==> src/rtl/inst_rom_arb_if.sv <==
// ============================================================================
// Module   : inst_rom_arb_if
// Brief    : Fetch/debug request ports and ROM port bundle for inst_rom_arb.
// Revision : 1.0 - initial release
// ============================================================================
`default_nettype none

interface inst_rom_arb_if;
  logic        if_req;
  logic [31:0] if_addr;
  logic        if_flush;
  logic        if_gnt;
  logic        if_rvalid;
  logic [31:0] if_rdata;
  logic        if_err;

  logic        dbg_req;
  logic [31:0] dbg_addr;
  logic        dbg_gnt;
  logic        dbg_rvalid;
  logic [31:0] dbg_rdata;
  logic        dbg_err;

  logic        rom_ce;
  logic [31:0] rom_addr;
  logic [31:0] rom_inst;

  // slave = the arbiter, master = requesters plus ROM
  modport slave (
    input  if_req, if_addr, if_flush, dbg_req, dbg_addr, rom_inst,
    output if_gnt, if_rvalid, if_rdata, if_err,
    output dbg_gnt, dbg_rvalid, dbg_rdata, dbg_err,
    output rom_ce, rom_addr
  );

  modport master (
    output if_req, if_addr, if_flush, dbg_req, dbg_addr, rom_inst,
    input  if_gnt, if_rvalid, if_rdata, if_err,
    input  dbg_gnt, dbg_rvalid, dbg_rdata, dbg_err,
    input  rom_ce, rom_addr
  );
endinterface

`default_nettype wire

==> src/rtl/inst_rom_arb.sv <==
// ============================================================================
// Module   : inst_rom_arb
// Brief    : Two-port (fetch/debug) arbiter in front of a combinational ROM.
// Revision : 1.0 - initial release
// ============================================================================
`default_nettype none

module inst_rom_arb #(
  parameter int DBG_MAX_WAIT = 4,
  parameter int ADDR_HI      = 10
) (
  input  wire logic    clk,
  input  wire logic    rst,
  inst_rom_arb_if.slave bus
);

  localparam logic [3:0] c_dbg_max = 4'(DBG_MAX_WAIT);

  generate
    if (DBG_MAX_WAIT < 1 || DBG_MAX_WAIT > 15) begin : g_bad_wait
      $error("inst_rom_arb: DBG_MAX_WAIT out of range 1..15");
    end
    if (ADDR_HI < 2 || ADDR_HI > 31) begin : g_bad_addr_hi
      $error("inst_rom_arb: ADDR_HI out of range 2..31");
    end
  endgenerate

  typedef enum logic [0:0] {
    ARB_IF  = 1'b0,
    ARB_DBG = 1'b1
  } arb_state_t;

  arb_state_t  r_state, w_state_nxt;
  logic [3:0]  r_wait_cnt, w_wait_cnt_nxt;
  logic        w_if_gnt, w_dbg_gnt;
  logic        w_if_mis, w_dbg_mis;

  logic        r_if_rvalid, r_if_err, r_dbg_rvalid, r_dbg_err;
  logic [31:0] r_if_rdata, r_dbg_rdata;

  assign w_if_mis  = (bus.if_addr[1:0]  != 2'b00);
  assign w_dbg_mis = (bus.dbg_addr[1:0] != 2'b00);

  always_ff @(posedge clk or negedge rst) begin
    if (!rst) begin
      r_state    <= ARB_IF;
      r_wait_cnt <= 4'd0;
    end else begin
      r_state    <= w_state_nxt;
      r_wait_cnt <= w_wait_cnt_nxt;
    end
  end

  always_comb begin
    w_if_gnt       = 1'b0;
    w_dbg_gnt      = 1'b0;
    w_state_nxt    = r_state;
    w_wait_cnt_nxt = r_wait_cnt;

    // Grants stay combinational during reset but are held low.
    if (rst) begin
      if (r_state == ARB_IF) begin
        w_if_gnt  = bus.if_req;
        w_dbg_gnt = bus.dbg_req & ~bus.if_req;
      end else begin
        w_dbg_gnt = bus.dbg_req;
        w_if_gnt  = bus.if_req & ~bus.dbg_req;
      end
    end

    if (bus.dbg_req && !w_dbg_gnt) begin
      if (r_wait_cnt != 4'hF) begin
        w_wait_cnt_nxt = r_wait_cnt + 4'd1;
      end
    end else begin
      w_wait_cnt_nxt = 4'd0;
    end

    case (r_state)
      ARB_IF: begin
        if (bus.dbg_req && !w_dbg_gnt && (w_wait_cnt_nxt == c_dbg_max)) begin
          w_state_nxt = ARB_DBG;
        end
      end
      ARB_DBG: begin
        if (w_dbg_gnt || !bus.dbg_req) begin
          w_state_nxt = ARB_IF;
        end
      end
      default: w_state_nxt = ARB_IF;
    endcase
  end

  assign bus.if_gnt   = w_if_gnt;
  assign bus.dbg_gnt  = w_dbg_gnt;
  assign bus.rom_ce   = w_if_gnt | w_dbg_gnt;
  assign bus.rom_addr = w_if_gnt  ? bus.if_addr  :
                        w_dbg_gnt ? bus.dbg_addr : 32'h0;

  always_ff @(posedge clk or negedge rst) begin
    if (!rst) begin
      r_if_rvalid  <= 1'b0;
      r_if_rdata   <= 32'h0;
      r_if_err     <= 1'b0;
      r_dbg_rvalid <= 1'b0;
      r_dbg_rdata  <= 32'h0;
      r_dbg_err    <= 1'b0;
    end else begin
      r_if_rvalid  <= w_if_gnt & ~bus.if_flush;
      r_dbg_rvalid <= w_dbg_gnt;
      if (w_if_gnt) begin
        r_if_rdata <= w_if_mis ? 32'h0 : bus.rom_inst;
        r_if_err   <= w_if_mis;
      end
      if (w_dbg_gnt) begin
        r_dbg_rdata <= w_dbg_mis ? 32'h0 : bus.rom_inst;
        r_dbg_err   <= w_dbg_mis;
      end
    end
  end

  // A flush arriving in the response cycle kills the pulse but not the data.
  assign bus.if_rvalid  = r_if_rvalid & ~bus.if_flush;
  assign bus.if_rdata   = r_if_rdata;
  assign bus.if_err     = r_if_err;
  assign bus.dbg_rvalid = r_dbg_rvalid;
  assign bus.dbg_rdata  = r_dbg_rdata;
  assign bus.dbg_err    = r_dbg_err;

endmodule

`default_nettype wire

==> src/flat_wrapper.sv <==
// flat-port wrapper written by rule: the top's interface ports become plain ports
module inst_rom_arb_flat 
#(
  parameter int DBG_MAX_WAIT = 4,
  parameter int ADDR_HI      = 10
)
  (clk, rst, bus_if_req, bus_if_addr, bus_if_flush, bus_dbg_req, bus_dbg_addr, bus_rom_inst, bus_if_gnt, bus_if_rvalid, bus_if_rdata, bus_if_err, bus_dbg_gnt, bus_dbg_rvalid, bus_dbg_rdata, bus_dbg_err, bus_rom_ce, bus_rom_addr);
  inst_rom_arb_if bus_i ();
  input  wire logic clk;
  input  wire logic rst;
  input wire logic [$bits(bus_i.if_req)-1:0] bus_if_req;
  input wire logic [$bits(bus_i.if_addr)-1:0] bus_if_addr;
  input wire logic [$bits(bus_i.if_flush)-1:0] bus_if_flush;
  input wire logic [$bits(bus_i.dbg_req)-1:0] bus_dbg_req;
  input wire logic [$bits(bus_i.dbg_addr)-1:0] bus_dbg_addr;
  input wire logic [$bits(bus_i.rom_inst)-1:0] bus_rom_inst;
  output wire logic [$bits(bus_i.if_gnt)-1:0] bus_if_gnt;
  output wire logic [$bits(bus_i.if_rvalid)-1:0] bus_if_rvalid;
  output wire logic [$bits(bus_i.if_rdata)-1:0] bus_if_rdata;
  output wire logic [$bits(bus_i.if_err)-1:0] bus_if_err;
  output wire logic [$bits(bus_i.dbg_gnt)-1:0] bus_dbg_gnt;
  output wire logic [$bits(bus_i.dbg_rvalid)-1:0] bus_dbg_rvalid;
  output wire logic [$bits(bus_i.dbg_rdata)-1:0] bus_dbg_rdata;
  output wire logic [$bits(bus_i.dbg_err)-1:0] bus_dbg_err;
  output wire logic [$bits(bus_i.rom_ce)-1:0] bus_rom_ce;
  output wire logic [$bits(bus_i.rom_addr)-1:0] bus_rom_addr;
  assign bus_i.if_req = bus_if_req;
  assign bus_i.if_addr = bus_if_addr;
  assign bus_i.if_flush = bus_if_flush;
  assign bus_i.dbg_req = bus_dbg_req;
  assign bus_i.dbg_addr = bus_dbg_addr;
  assign bus_i.rom_inst = bus_rom_inst;
  assign bus_if_gnt = bus_i.if_gnt;
  assign bus_if_rvalid = bus_i.if_rvalid;
  assign bus_if_rdata = bus_i.if_rdata;
  assign bus_if_err = bus_i.if_err;
  assign bus_dbg_gnt = bus_i.dbg_gnt;
  assign bus_dbg_rvalid = bus_i.dbg_rvalid;
  assign bus_dbg_rdata = bus_i.dbg_rdata;
  assign bus_dbg_err = bus_i.dbg_err;
  assign bus_rom_ce = bus_i.rom_ce;
  assign bus_rom_addr = bus_i.rom_addr;
  inst_rom_arb #(.DBG_MAX_WAIT(DBG_MAX_WAIT), .ADDR_HI(ADDR_HI)) u_core (.clk(clk), .rst(rst), .bus(bus_i));
endmodule
==> config.mk <==
export PLATFORM = sky130hd
export DESIGN_NAME = inst_rom_arb_flat
export DESIGN_NICKNAME = d
export VERILOG_FILES = /design/src/rtl/inst_rom_arb_if.sv /design/src/rtl/inst_rom_arb.sv /design/src/flat_wrapper.sv
export SDC_FILE = /design/constraint.sdc
export NUM_CORES = 1
export LEC_CHECK = 0
export CAP_MARGIN = 20
export CORE_MARGIN = 5
export CORE_UTILIZATION = 25
export DETAILED_ROUTE_END_ITERATION = 6
export HOLD_SLACK_MARGIN = 0.06
export SKIP_CTS_REPAIR_TIMING = 1
export SYNTH_ARGS = -nofsm -noshare
export SYNTH_HDL_FRONTEND = slang
export SYNTH_SLANG_ARGS = --single-unit
export TNS_END_PERCENT = 5
==> constraint.sdc <==
create_clock -name clk -period 1.5 [get_ports clk]
set_input_delay 0.15 -clock clk [delete_from_list [all_inputs] [get_ports clk]]
set_output_delay 0.15 -clock clk [all_outputs]
set_load 0.05 [all_outputs]
==> flow_summary.toml <==
[outcome]
status = "complete, but fails checks"
failed_checks = "negative setup slack"

[critical_path]
r2r_cells = 4
worst-path-max-fanout = 8
crit_type = "register to output pin"
required_ns = 1.35
cp.arrival_ns = 1.65
max_stage_delay_ns = 0.42
critical_path.top_delay_family = "flip-flops"
critPathCaptureType = "output pin"
crit_cells = 6
crit_buf_inv = 3
cp_cell_sequence = "nand2b_4 > nand3_4 > inv_8 > clkbuf_16 > a22o_4 > buf_12"
cp-start-kind = "register"
critical_path.slowest_cell = "dfrtp_1"

[yosys]
synthesis.nets = 334
ys_ff_latch = 73
synth_top_area_share = 0.6008
ys_warn_count = 0
yosysUniqueCellTypes = 28
syn-cell-area_sq_um = 3040
synth-seq-area-share = 0.6008
synth_top_cell_by_area = "dfrtp_1"
netlist_instances = 232
synth.area.top_cells = "dfrtp_1 (60%), a22o_1 (27%), buf_2 (1.6%)"
synth_area_per_cell_sq_um = 13.11

[global_route]
first_global_vias = 3037
grt_pass1_wl_microns = 17350
grt-ovfl-total = 0
grt_max_degree = 44
grt_usage = 0.1528
antenna_found_initial = 0

[clock_tree]
cts-root-buf = "clkbuf_16"
clk_latency_ns = 0.33
cts_buffer_depth = 2
cts_made_buffers = 9
cts_sinks = 73
clk_pin_slew_ns = 0.06
cts_tree = "yes"
cts_htree_levels = 3

[detailed_routing]
wl_microns = 11930
via_count = 2969
postRouteAntennaNets = 0
drt_iter0_drc = 148
wl_per_cell_microns = 19.88
via_per_inst = 4.948
drc = 0
firstDrtPassIters = 4

[place]
place_congestion = 0.8210
port-buffer-count = 203
dp_cells = 576
hpwl_microns = 8556

[die]
rows = 40
pin_count = 204
core_sq_um = 11960
die_x_microns = 120.3
fp.dieArea_sq_um = 14470
die_h_microns = 120.3
start_util = 0.2542

[timing]
finalCritPeriodShare = 1.201
max_slew_margin = 0.6459
min_period_ns = 1.801
rsz0062_at_grt = "true"
finalClockSkew_ns = 0.007446
tightest_slew_ns = 0.5311
setup-violations-final = 35
fin_ws_ns = -0.3009
fmax_ghz = 0.5553
finalHoldViolCount = 0
finalMaxSlewViolations = 0

[final_layout]
final_nets = 550
drive_gt1_frac = 0.3797
n_antenna_cell = 0
syn_to_final_growth_pct = 101.9
final_core_util = 0.5132
instances_no_fill = 600

[pwr]
cellPowerDensity_nw_per_um2 = 1038
leakage_nw = 2.891
worst_ir_drop_vdd_mv = 0.5269

[min_path]
hold_class = "input pin to register"
whs_path_depth = 4

[flow_run]
drv_cap = 0
[stage by stage]
step	cell area, sq um	worst slack, ns	TNS (ns)	hold slack [ns]	power, mW
floorplan	3073	-0.07154	-1.689	-0.1456	3.261
global placement	5528	-0.2796	-15.63	0.2801	4.209
detailed placement	5528	-0.2925	-17.51	0.2833	4.228
finish	6138	-0.3009	-8.943	0.3342	6.375
CTS	5822	-0.3698	-11.44	-0.07431	6.360
global route	6138	-0.3371	-10.48	0.3303	6.617
[layer usage]
layer / global-route usage / vias up / share of wire
li1: - / 1343 / -
met1: 0.1851 / 1489 / 0.40
met2: 0.2666 / 127 / 0.52
met3: 0.03789 / 10 / 0.073
met4: 0.04958 / 0 / 0.0085
met5: 0 / - / 0
[where the power goes]
| group | internal, mW | switching [mW] | leakage [nW] |
|---|---|---|---|
| Combinational | 0.887 | 1.16 | 1.77 |
| Clock | 1.29 | 0.807 | 0.143 |
| Sequential | 2.12 | 0.100 | 0.980 |
| Total | 4.30 | 2.07 | 2.89 |
[cell type report]
type	instances	area, sq um
clock buffer	10	229.0
clock inverter	6	65.06
fill	1049	5823
inverter	5	31.28
multi-input combinational	134	1287
sequential	73	1827
tap	147	183.9
timing repair buffer	225	2515
[flip-flops by register name, summed over array words and instances (netlist names)]
signal / flops
u_core.r_state: 1
u_core.r_if_rvalid: 1
u_core.r_wait_cnt: 4
u_core.bus.dbg_rvalid: 1
u_core.bus.if_err: 1
u_core.bus.if_rdata: 32
u_core.bus.dbg_err: 1
u_core.bus.dbg_rdata: 32
[synth_stat cells, drive strengths merged]
master / number
a31oi: 2
inv: 5
nand3: 4
nand2: 2
nor3b: 1
and2: 1
nand4: 3
a22o: 94
a21oi: 5
nor3: 1
and4: 1
nor2b: 2
clkbuf: 6
nand2b: 1
mux2i: 1
xnor2: 2
a21bo: 1
a211oi: 1
o21ai: 3
ha: 1
buf: 14
dfrtp: 73
nor2: 7
nor4: 1
[path summary, 6_finish.rpt]
kind / startpoint / slack, ns / endpoint
worst max-delay path: u_core.r_state / -0.30 / bus_rom_addr[13]
worst min-delay path: rst / 0.33 / u_core.bus.dbg_rvalid
worst max register to register: u_core.r_state / 0.06 / u_core.bus.if_rdata[4]
worst min register to register: u_core.bus.dbg_rdata[3] / 0.51 / u_core.bus.dbg_rdata[3]
max in group asynchronous: rst / 0.58 / u_core.bus.dbg_rdata[11]
min in group asynchronous: rst / 0.50 / u_core.r_state
[cells by family after synthesis]
group / share of synthesized area
AO/OA/AOI/OAI: 0.2938
flip-flops: 0.6008
buffers and inverters: 0.04362
AND/OR/NAND/NOR: 0.04856
XOR/XNOR: 0.005762
multiplexers: 0.003292
adder cells (fa/ha/maj): 0.004115
[placed cells by master, fill, tap and decap left out, drive strengths merged, types with 2 or more instances in the layout]
cell,n
xnor2,2
nor2,7
nand2,2
a31oi,2
clkinv,3
o21ai,3
a21oi,5
nor2b,2
nand3,4
a22o,94
clkbuf,13
clkdlybuf4s50,98
dfrtp,73
buf,122
inv,6
nand4,3
[tightest hold or removal path, delay by kind of cell]
| family | cells | cell delay [ns] |
|---|---|---|
| and+or+nand+nor | 1 | 0.11 |
| buffers and inverters | 3 | 0.34 |
Power figures use the tool's default switching activity.
